### src/rtl/wb_port_arbiter.sv
// rtl/wb_port_arbiter.sv - register-file write port arbiter, WB stage over queued aux results
// Optional feature macro: WB_WAW_KILL_EN (WB writes invalidate older queued aux writes to the same register)
module wb_port_arbiter #(
  parameter int DATA_W       = 32,
  parameter int ADDR_W       = 5,
  parameter int DEPTH        = 4,
  parameter int STARVE_LIMIT = 8
) (
  input  logic                     clk,
  input  logic                     rst,
  input  logic                     pipe_reg_write,
  input  logic [ADDR_W-1:0]        pipe_write_reg,
  input  logic [DATA_W-1:0]        pipe_write_data,
  input  logic                     aux_valid,
  output logic                     aux_ready,
  input  logic [ADDR_W-1:0]        aux_write_reg,
  input  logic [DATA_W-1:0]        aux_write_data,
  output logic                     rf_write,
  output logic [ADDR_W-1:0]        rf_write_reg,
  output logic [DATA_W-1:0]        rf_write_data,
  output logic                     stall_req,
  output logic [$clog2(DEPTH):0]   aux_count
);

  localparam int PTR_W = $clog2(DEPTH);
  localparam int CNT_W = PTR_W + 1;
  localparam int STV_W = $clog2(STARVE_LIMIT + 1);
  localparam logic [CNT_W-1:0] FULL_CNT   = CNT_W'(DEPTH);
  localparam logic [STV_W-1:0] STARVE_MAX = STV_W'(STARVE_LIMIT);

  logic [ADDR_W-1:0] mem_reg_q  [DEPTH];
  logic [ADDR_W-1:0] mem_reg_d  [DEPTH];
  logic [DATA_W-1:0] mem_data_q [DEPTH];
  logic [DATA_W-1:0] mem_data_d [DEPTH];
  logic [PTR_W-1:0]  wr_ptr_q, wr_ptr_d;
  logic [PTR_W-1:0]  rd_ptr_q, rd_ptr_d;
  logic [CNT_W-1:0]  count_q, count_d;
  logic [STV_W-1:0]  starve_q, starve_d;
  logic              stall_q, stall_d;
`ifdef WB_WAW_KILL_EN
  logic [DEPTH-1:0]  valid_q, valid_d;
  logic              kill;
`endif

  logic empty;
  logic push;
  logic pop;
  logic head_valid;

  assign aux_count = count_q;
  assign stall_req = stall_q;

  // Handshake and port select; the WB path is purely combinational so it adds no latency
  always_comb begin
    empty         = (count_q == '0);
    aux_ready     = !rst && (count_q != FULL_CNT);
    push          = aux_valid && aux_ready;
    pop           = !rst && !pipe_reg_write && !empty;
`ifdef WB_WAW_KILL_EN
    head_valid    = valid_q[rd_ptr_q];
    kill          = pipe_reg_write && (pipe_write_reg != '0);
`else
    head_valid    = 1'b1;
`endif
    rf_write      = 1'b0;
    rf_write_reg  = '0;
    rf_write_data = '0;
    if (pipe_reg_write) begin
      rf_write      = !rst && (pipe_write_reg != '0);
      rf_write_reg  = pipe_write_reg;
      rf_write_data = pipe_write_data;
    end else if (!empty) begin
      rf_write      = !rst && head_valid && (mem_reg_q[rd_ptr_q] != '0);
      rf_write_reg  = mem_reg_q[rd_ptr_q];
      rf_write_data = mem_data_q[rd_ptr_q];
    end
  end

  // FIFO, starvation counter and stall request next state
  always_comb begin
    mem_reg_d  = mem_reg_q;
    mem_data_d = mem_data_q;
    wr_ptr_d   = wr_ptr_q;
    rd_ptr_d   = rd_ptr_q;
    count_d    = count_q + CNT_W'(push) - CNT_W'(pop);
    starve_d   = starve_q;
    stall_d    = stall_q;
`ifdef WB_WAW_KILL_EN
    valid_d    = valid_q;
    // The WB instruction is younger than anything queued, so matching entries are stale
    for (int i = 0; i < DEPTH; i++) begin
      if (kill && (mem_reg_q[i] == pipe_write_reg)) valid_d[i] = 1'b0;
    end
`endif
    if (push) begin
      mem_reg_d[wr_ptr_q]  = aux_write_reg;
      mem_data_d[wr_ptr_q] = aux_write_data;
      wr_ptr_d             = wr_ptr_q + PTR_W'(1);
`ifdef WB_WAW_KILL_EN
      valid_d[wr_ptr_q]    = !(kill && (aux_write_reg == pipe_write_reg));
`endif
    end
    if (pop) begin
      rd_ptr_d = rd_ptr_q + PTR_W'(1);
    end
    if (pop || empty) begin
      starve_d = '0;
    end else if (pipe_reg_write && (starve_q != STARVE_MAX)) begin
      starve_d = starve_q + STV_W'(1);
    end
    if (pop) begin
      stall_d = 1'b0;
    end else if (starve_d == STARVE_MAX) begin
      stall_d = 1'b1;
    end
  end

  // State registers; reset discards every queued entry
  always_ff @(posedge clk or posedge rst) begin
    if (rst) begin
      for (int i = 0; i < DEPTH; i++) begin
        mem_reg_q[i]  <= '0;
        mem_data_q[i] <= '0;
      end
      wr_ptr_q <= '0;
      rd_ptr_q <= '0;
      count_q  <= '0;
      starve_q <= '0;
      stall_q  <= 1'b0;
`ifdef WB_WAW_KILL_EN
      valid_q  <= '0;
`endif
    end else begin
      mem_reg_q  <= mem_reg_d;
      mem_data_q <= mem_data_d;
      wr_ptr_q   <= wr_ptr_d;
      rd_ptr_q   <= rd_ptr_d;
      count_q    <= count_d;
      starve_q   <= starve_d;
      stall_q    <= stall_d;
`ifdef WB_WAW_KILL_EN
      valid_q    <= valid_d;
`endif
    end
  end

endmodule

### config.mk
export PLATFORM = sky130hd
export DESIGN_NAME = wb_port_arbiter
export DESIGN_NICKNAME = d
export VERILOG_FILES = /design/src/rtl/wb_port_arbiter.sv
export SDC_FILE = /design/constraint.sdc
export NUM_CORES = 1
export LEC_CHECK = 0
export ABC_AREA = 1
export CORE_MARGIN = 5
export CORE_UTILIZATION = 45
export CTS_CLUSTER_DIAMETER = 50
export DETAILED_ROUTE_END_ITERATION = 10
export DONT_BUFFER_PORTS = 1
export PLACE_DENSITY = 0.71
export SYNTH_ARGS = -nofsm -noshare
export SYNTH_HDL_FRONTEND = slang
export SYNTH_SLANG_ARGS = --single-unit
### constraint.sdc
create_clock -name clk -period 7.7 [get_ports clk]
set_clock_uncertainty 0.1 [all_clocks]
set_input_delay 0.385 -clock clk [delete_from_list [all_inputs] [get_ports clk]]
set_output_delay 0.385 -clock clk [all_outputs]
set_load 0.1 [all_outputs]
* Word-level counts from Yosys, hierarchy flattened
Index checks and enable logic that the tools add are counted.
** Operators by class
- Add/subtract/negate cells :: 5
- $lt $le $gt $ge :: 3
- Equal/unequal tests :: 3
- Mux-type cells :: 22
- Bitwise gates (word level) :: 2
- Reductions and logical operators :: 16
** Operators with widths (count)
- $mux 32 :: 5
- $bwmux 128 :: 1
- $bmux 32 s2 :: 1
- $demux 32 s2 :: 1
- $mux 5 :: 5
- $bwmux 20 :: 1
- $bmux 5 s2 :: 1
- $demux 5 s2 :: 1
- $reduce_bool 5->1 :: 2
- $logic_and 1x1->1 :: 8
- $mux 4 :: 2
- $ge 3x3->1 const B :: 2
- $not 2->3 :: 2
- $add 2x1->2 const B :: 2
- $add 4x1->4 const B :: 1
- $eq 4x4->1 const B :: 1
- $mux 1 :: 4
- $ne 4x4->1 const B :: 1
- $add 3x1->3 :: 1
- $logic_not 1->1 :: 3
- $logic_not 3->1 :: 1
- $lt 3x1->1 const B :: 1
- $ne 3x3->1 const B :: 1
- $sub 3x1->3 :: 1
- 2 further kinds :: 2
** Word-level totals
- Register bits :: 160
- Output and inout bits :: 43

* Longest topological paths before layout
- Word-level depth :: 8
- Depth in mapped cells :: 11
- Gate-level depth less buffers :: 11

* Worst setup path after synthesis
OpenSTA, ideal clock, no wires.
- Path type :: in2out
- Start point :: in rst
- End point :: out rf_write
- Arrival time :: 6.336 ns
- Data required time :: 7.215 ns
- Slack :: 0.879 ns
- Stages :: 3
- Buffers on the path :: 0
- Cell sequence :: inv_1 nand2_1 o21ai_0
** On the way
- Cells in the longest elaborated chain, start to end :: 4
- Elaborated cells on any way between the ends :: 5
** RTL lines
- from (decl) :: line 10 : input logic rst,
- $logic_not 1->1 (no source line) *
- $logic_and 1x1->1 :: line 73 : rf_write = !rst && head_valid && (mem_reg_q[rd_ptr_q] != '0);
- $mux 1 :: line 72 : end else if (!empty) begin
- $mux 1 * :: line 68 : if (pipe_reg_write) begin
- to (decl) :: line 18 : output logic rf_write,
Mark *: on every way between the ends. The rest lies on a longest branch, timed or not.

* Final worst setup path
- Start point :: reg count_q[1] (netlist: aux_count[1])
- End point :: out rf_write
** On the way
- Cells in the longest elaborated chain, start to end :: 3
** RTL lines
- from (decl) :: line 37 : logic [CNT_W-1:0] count_q, count_d;
- from (signal assigned) :: line 138 : count_q <= count_d;
- $logic_not 3->1 :: line 55 : empty = (count_q == '0);
- $mux 1 :: line 72
- $mux 1 :: line 68
No other way between the ends.

==> flow_summary.json <==
{
  "slowest_delay_ns": 1.02,
  "place.gp.congestion": 0.724,
  "start_util_pct": 45.6,
  "dieArea_um2": 20200,
  "path_cells": "nor3_1 -> nor2_2 -> buf_4 -> nand2_1 -> o21ai_2",
  "root_buffer": "clkbuf_16",
  "clk_latency_ns": 0.42,
  "intPower_mw": 2.49,
  "p_sw_share_pct": 44.8,
  "ys_seq_elements": 160,
  "crit_slowest_cell": "dfrtp_1",
  "clock-sinks": 160,
  "r2r_setup_slack_ns": 3.97,
  "finish.utilization_pct": 52.6,
  "tightestPinTransition_ns": 1.11,
  "grt_pass1_wl_um": 29300,
  "routed_wl_um": 18000,
  "min_from": "aux_write_data[12]",
  "maxCapViolCount": 0,
  "grt_overflow": 0,
  "vias": 5296,
  "grt_max_degree": 76,
  "syn_nets": 794,
  "start_kind": "flop",
  "power_density_nw_per_um2": 497,
  "synth-seq-area-share_pct": 50.9,
  "synth_area_per_cell_um2": 11.1,
  "synth_cell_type_count": 33,
  "synth_fa_ha_area_share_pct": 1.53,
  "h-tree-depth": 4,
  "p_sw_mw": 2.02,
  "cts_tree": "done",
  "core_um2": 17200,
  "setup_violations": 0,
  "synth.yosys.warnings": 0,
  "grt_usage_pct": 18.3,
  "synthMuxAreaShare_pct": 20.6,
  "cellLeakagePower_nw": 3.96,
  "avgViaCountPerCell": 5.48,
  "drive_gt1_share_pct": 25.6,
  "r2r-start": "aux_count[1]",
  "max_slew_margin_pct": 26.0,
  "hold_ws_ns": 0.0167,
  "r2r_cells": 6,
  "synth_top_family_by_area": "multiplexers",
  "fin_setup_tns_ns": 0,
  "die_x_um": 142,
  "path_max_fanout": 27,
  "path_clk_slew_ns": 0.06,
  "nFillCells": 1490,
  "combPwrFrac_pct": 46.2,
  "wire_per_inst_um": 18.6,
  "numCtsBuffers": 17,
  "synth.area.top_cells": "dfrtp_1, mux2_2, mux2_4",
  "route.detailed.drc": 0,
  "status": "complete, no violations",
  "rows": 48,
  "holdPathStages": 1,
  "synth-compound-area-share_pct": 12.5,
  "grt_setup_unrepaired": "false",
  "power_frac_clock_pct": 19.7,
  "post-cts-setup-buffers": 0,
  "whs_endpoint": "mem_data_q[76]",
  "yosys.area_share.simple_pct": 8.11,
  "reg2reg_to": "mem_data_q[122]",
  "dp_hpwl_um": 10700,
  "hold_viol": 0,
  "report.final.slew_viol_count": 0,
  "syn_area_um2": 7870,
  "antenna_found_initial": 1,
  "clockBufferDepth": 2,
  "postRouteAntennaNets": 0,
  "nets": 816,
  "final_cell_area_um2": 9070,
  "cp_data_required_time_ns": 7.21,
  "io_pins": 121,
  "fmax_ghz": 0.263,
  "die_y_um": 142,
  "yosysTopAreaCellShare_pct": 50.9,
  "p_seq_share_pct": 34.1,
  "ir_drop_mv": 0.269,
  "crit_type": "flop to output pin",
  "drt-initial-drc-count": 250,
  "synthXorXnorAreaFrac_pct": 0.445,
  "insertedDiodeCount": 0,
  "area_delta_synth_final_pct": 15.3,
  "port-buffer-count": 0,
  "period_share_pct": 49.3,
  "finalCriticalPeriod_ns": 3.80,
  "grt_pass1_vias": 5415,
  "drtPass1Iterations": 4,
  "crit_path_end_kind": "output pin",
  "placed_cell_area_um2": 8030,
  "synth_area_leader_cell": "dfrtp_1",
  "min_path_type": "input pin to flop",
  "arrival_ns": 3.31,
  "netlist_instances": 707
}
-- per-layer routing --
| metal | GRT usage, % | wire, um |
|---|---|---|
| met4 | 4.44 | 210 |
| met3 | 5.01 | 969 |
| met2 | 28.9 | 8360 |
| met1 | 25.4 | 8420 |
| met5 | 0 | 11 |
-- how the worst max path moves through the flow --
stage,end,slack (ns),from
after floorplan,rf_write,0.88,rst
after global placement,mem_reg_q[18],3.96,aux_count[1]
after detailed placement,mem_data_q[122],3.94,aux_count[1]
after CTS,rf_write,3.85,aux_count[1]
after global routing,rf_write,3.69,aux_count[1]
final,rf_write,3.90,aux_count[1]
-- cells by family (layout without fill, tap and decap cells) --
| kind of cell | Yosys count | count (layout) |
|---|---|---|
| AOI/OAI and AO/OA | 165 | 165 |
| xor gates and xnor gates | 4 | 4 |
| adders and majority gates | 9 | 9 |
| buffers and inverters | 87 | 121 |
| DFF | 160 | 160 |
| muxes | 134 | 134 |
| and+or+nand+nor | 148 | 148 |
-- power by group through the flow --
stage / sequential, mW / combinational (mW) / clock [mW]
2_1_floorplan: 1.49 / 1.77 / 0
3_3_place_gp: 1.54 / 2.03 / 0
3_5_place_dp: 1.55 / 2.07 / 0
4_1_cts: 1.54 / 2.10 / 0.908
5_1_grt: 1.59 / 2.25 / 0.944
6_report: 1.54 / 2.08 / 0.889
-- Yosys cell counts --
cell      instances
mux2_2           98
nor2_8            2
nand3b_1          1
o311ai_0          1
a22o_1           24
a21oi_1          23
ha_1              8
o22ai_1          26
nor2_2            1
nand4_1           2
o31ai_1           7
mux2_1            6
buf_1             6
nor2_1           60
buf_12            3
xor2_1            2
mux2_4           30
nor3_1            2
nor2_4            2
buf_4             2
buf_6             9
xnor2_1           2
nand3_1          11
clkbuf_1         19
buf_2             8
a21oi_4           1
inv_1            40
fa_1              1
nand2_1          66
o21ai_0          82
dfrtp_1         160
a32o_1            1
nand2_4           1
-- per-stage QoR --
stage / worst slack, ns / power (mW) / cells
after floorplan: 0.879 / 3.26 / 707
after global placement: 3.96 / 3.57 / 894
after detailed placement: 3.94 / 3.62 / 894
after CTS: 3.85 / 4.54 / 963
after global routing: 3.69 / 4.79 / 966
final: 3.90 / 4.51 / 966
-- placed cells by master, fill, tap and decap left out, types with 7 or more instances in the layout --
cell type      instances
dfrtp_1              159
mux2_2                98
o21ai_0               78
nand2_1               66
nor2_1                60
dlygate4sd3_1         41
inv_1                 38
mux2_4                30
o22ai_1               24
a22o_1                24
a21oi_1               23
clkbuf_16             17
nand3_1               11
buf_4                  9
ha_1                   8
o31ai_4                7
-- state kept, by name, summed over array words and instances (netlist names) --
name        cells
wr_ptr_q        2
stall_req       1
mem_data_q    128
mem_reg_q      20
starve_q        4
rd_ptr_q        2
aux_count       3
-- final cells by class --
class                           count  area (um2)  area share, %
Multi-Input combinational cell    460        3520           38.9
Clock inverter                      8         128           1.41
Clock buffer                       23         498           5.49
Sequential cell                   160        4010           44.2
Tap cell                          225         282           3.10
Inverter                           40         155           1.71
Timing Repair Buffer               50         478           5.27
-- worst max-delay path: cells and delay by family (launching register included) --
family	cells	cell delay (ns)
DFF	1	1.02
buffers and inverters	1	0.36
and+or+nand+nor	3	0.59
AOI/OAI and AO/OA	1	0.90
-- what timing repair did --
item,CTS,global route
endpoints found under the hold margin,173,4
hold buffers,38,3
resized for setup,0,0
Power figures use the tool's default switching activity.
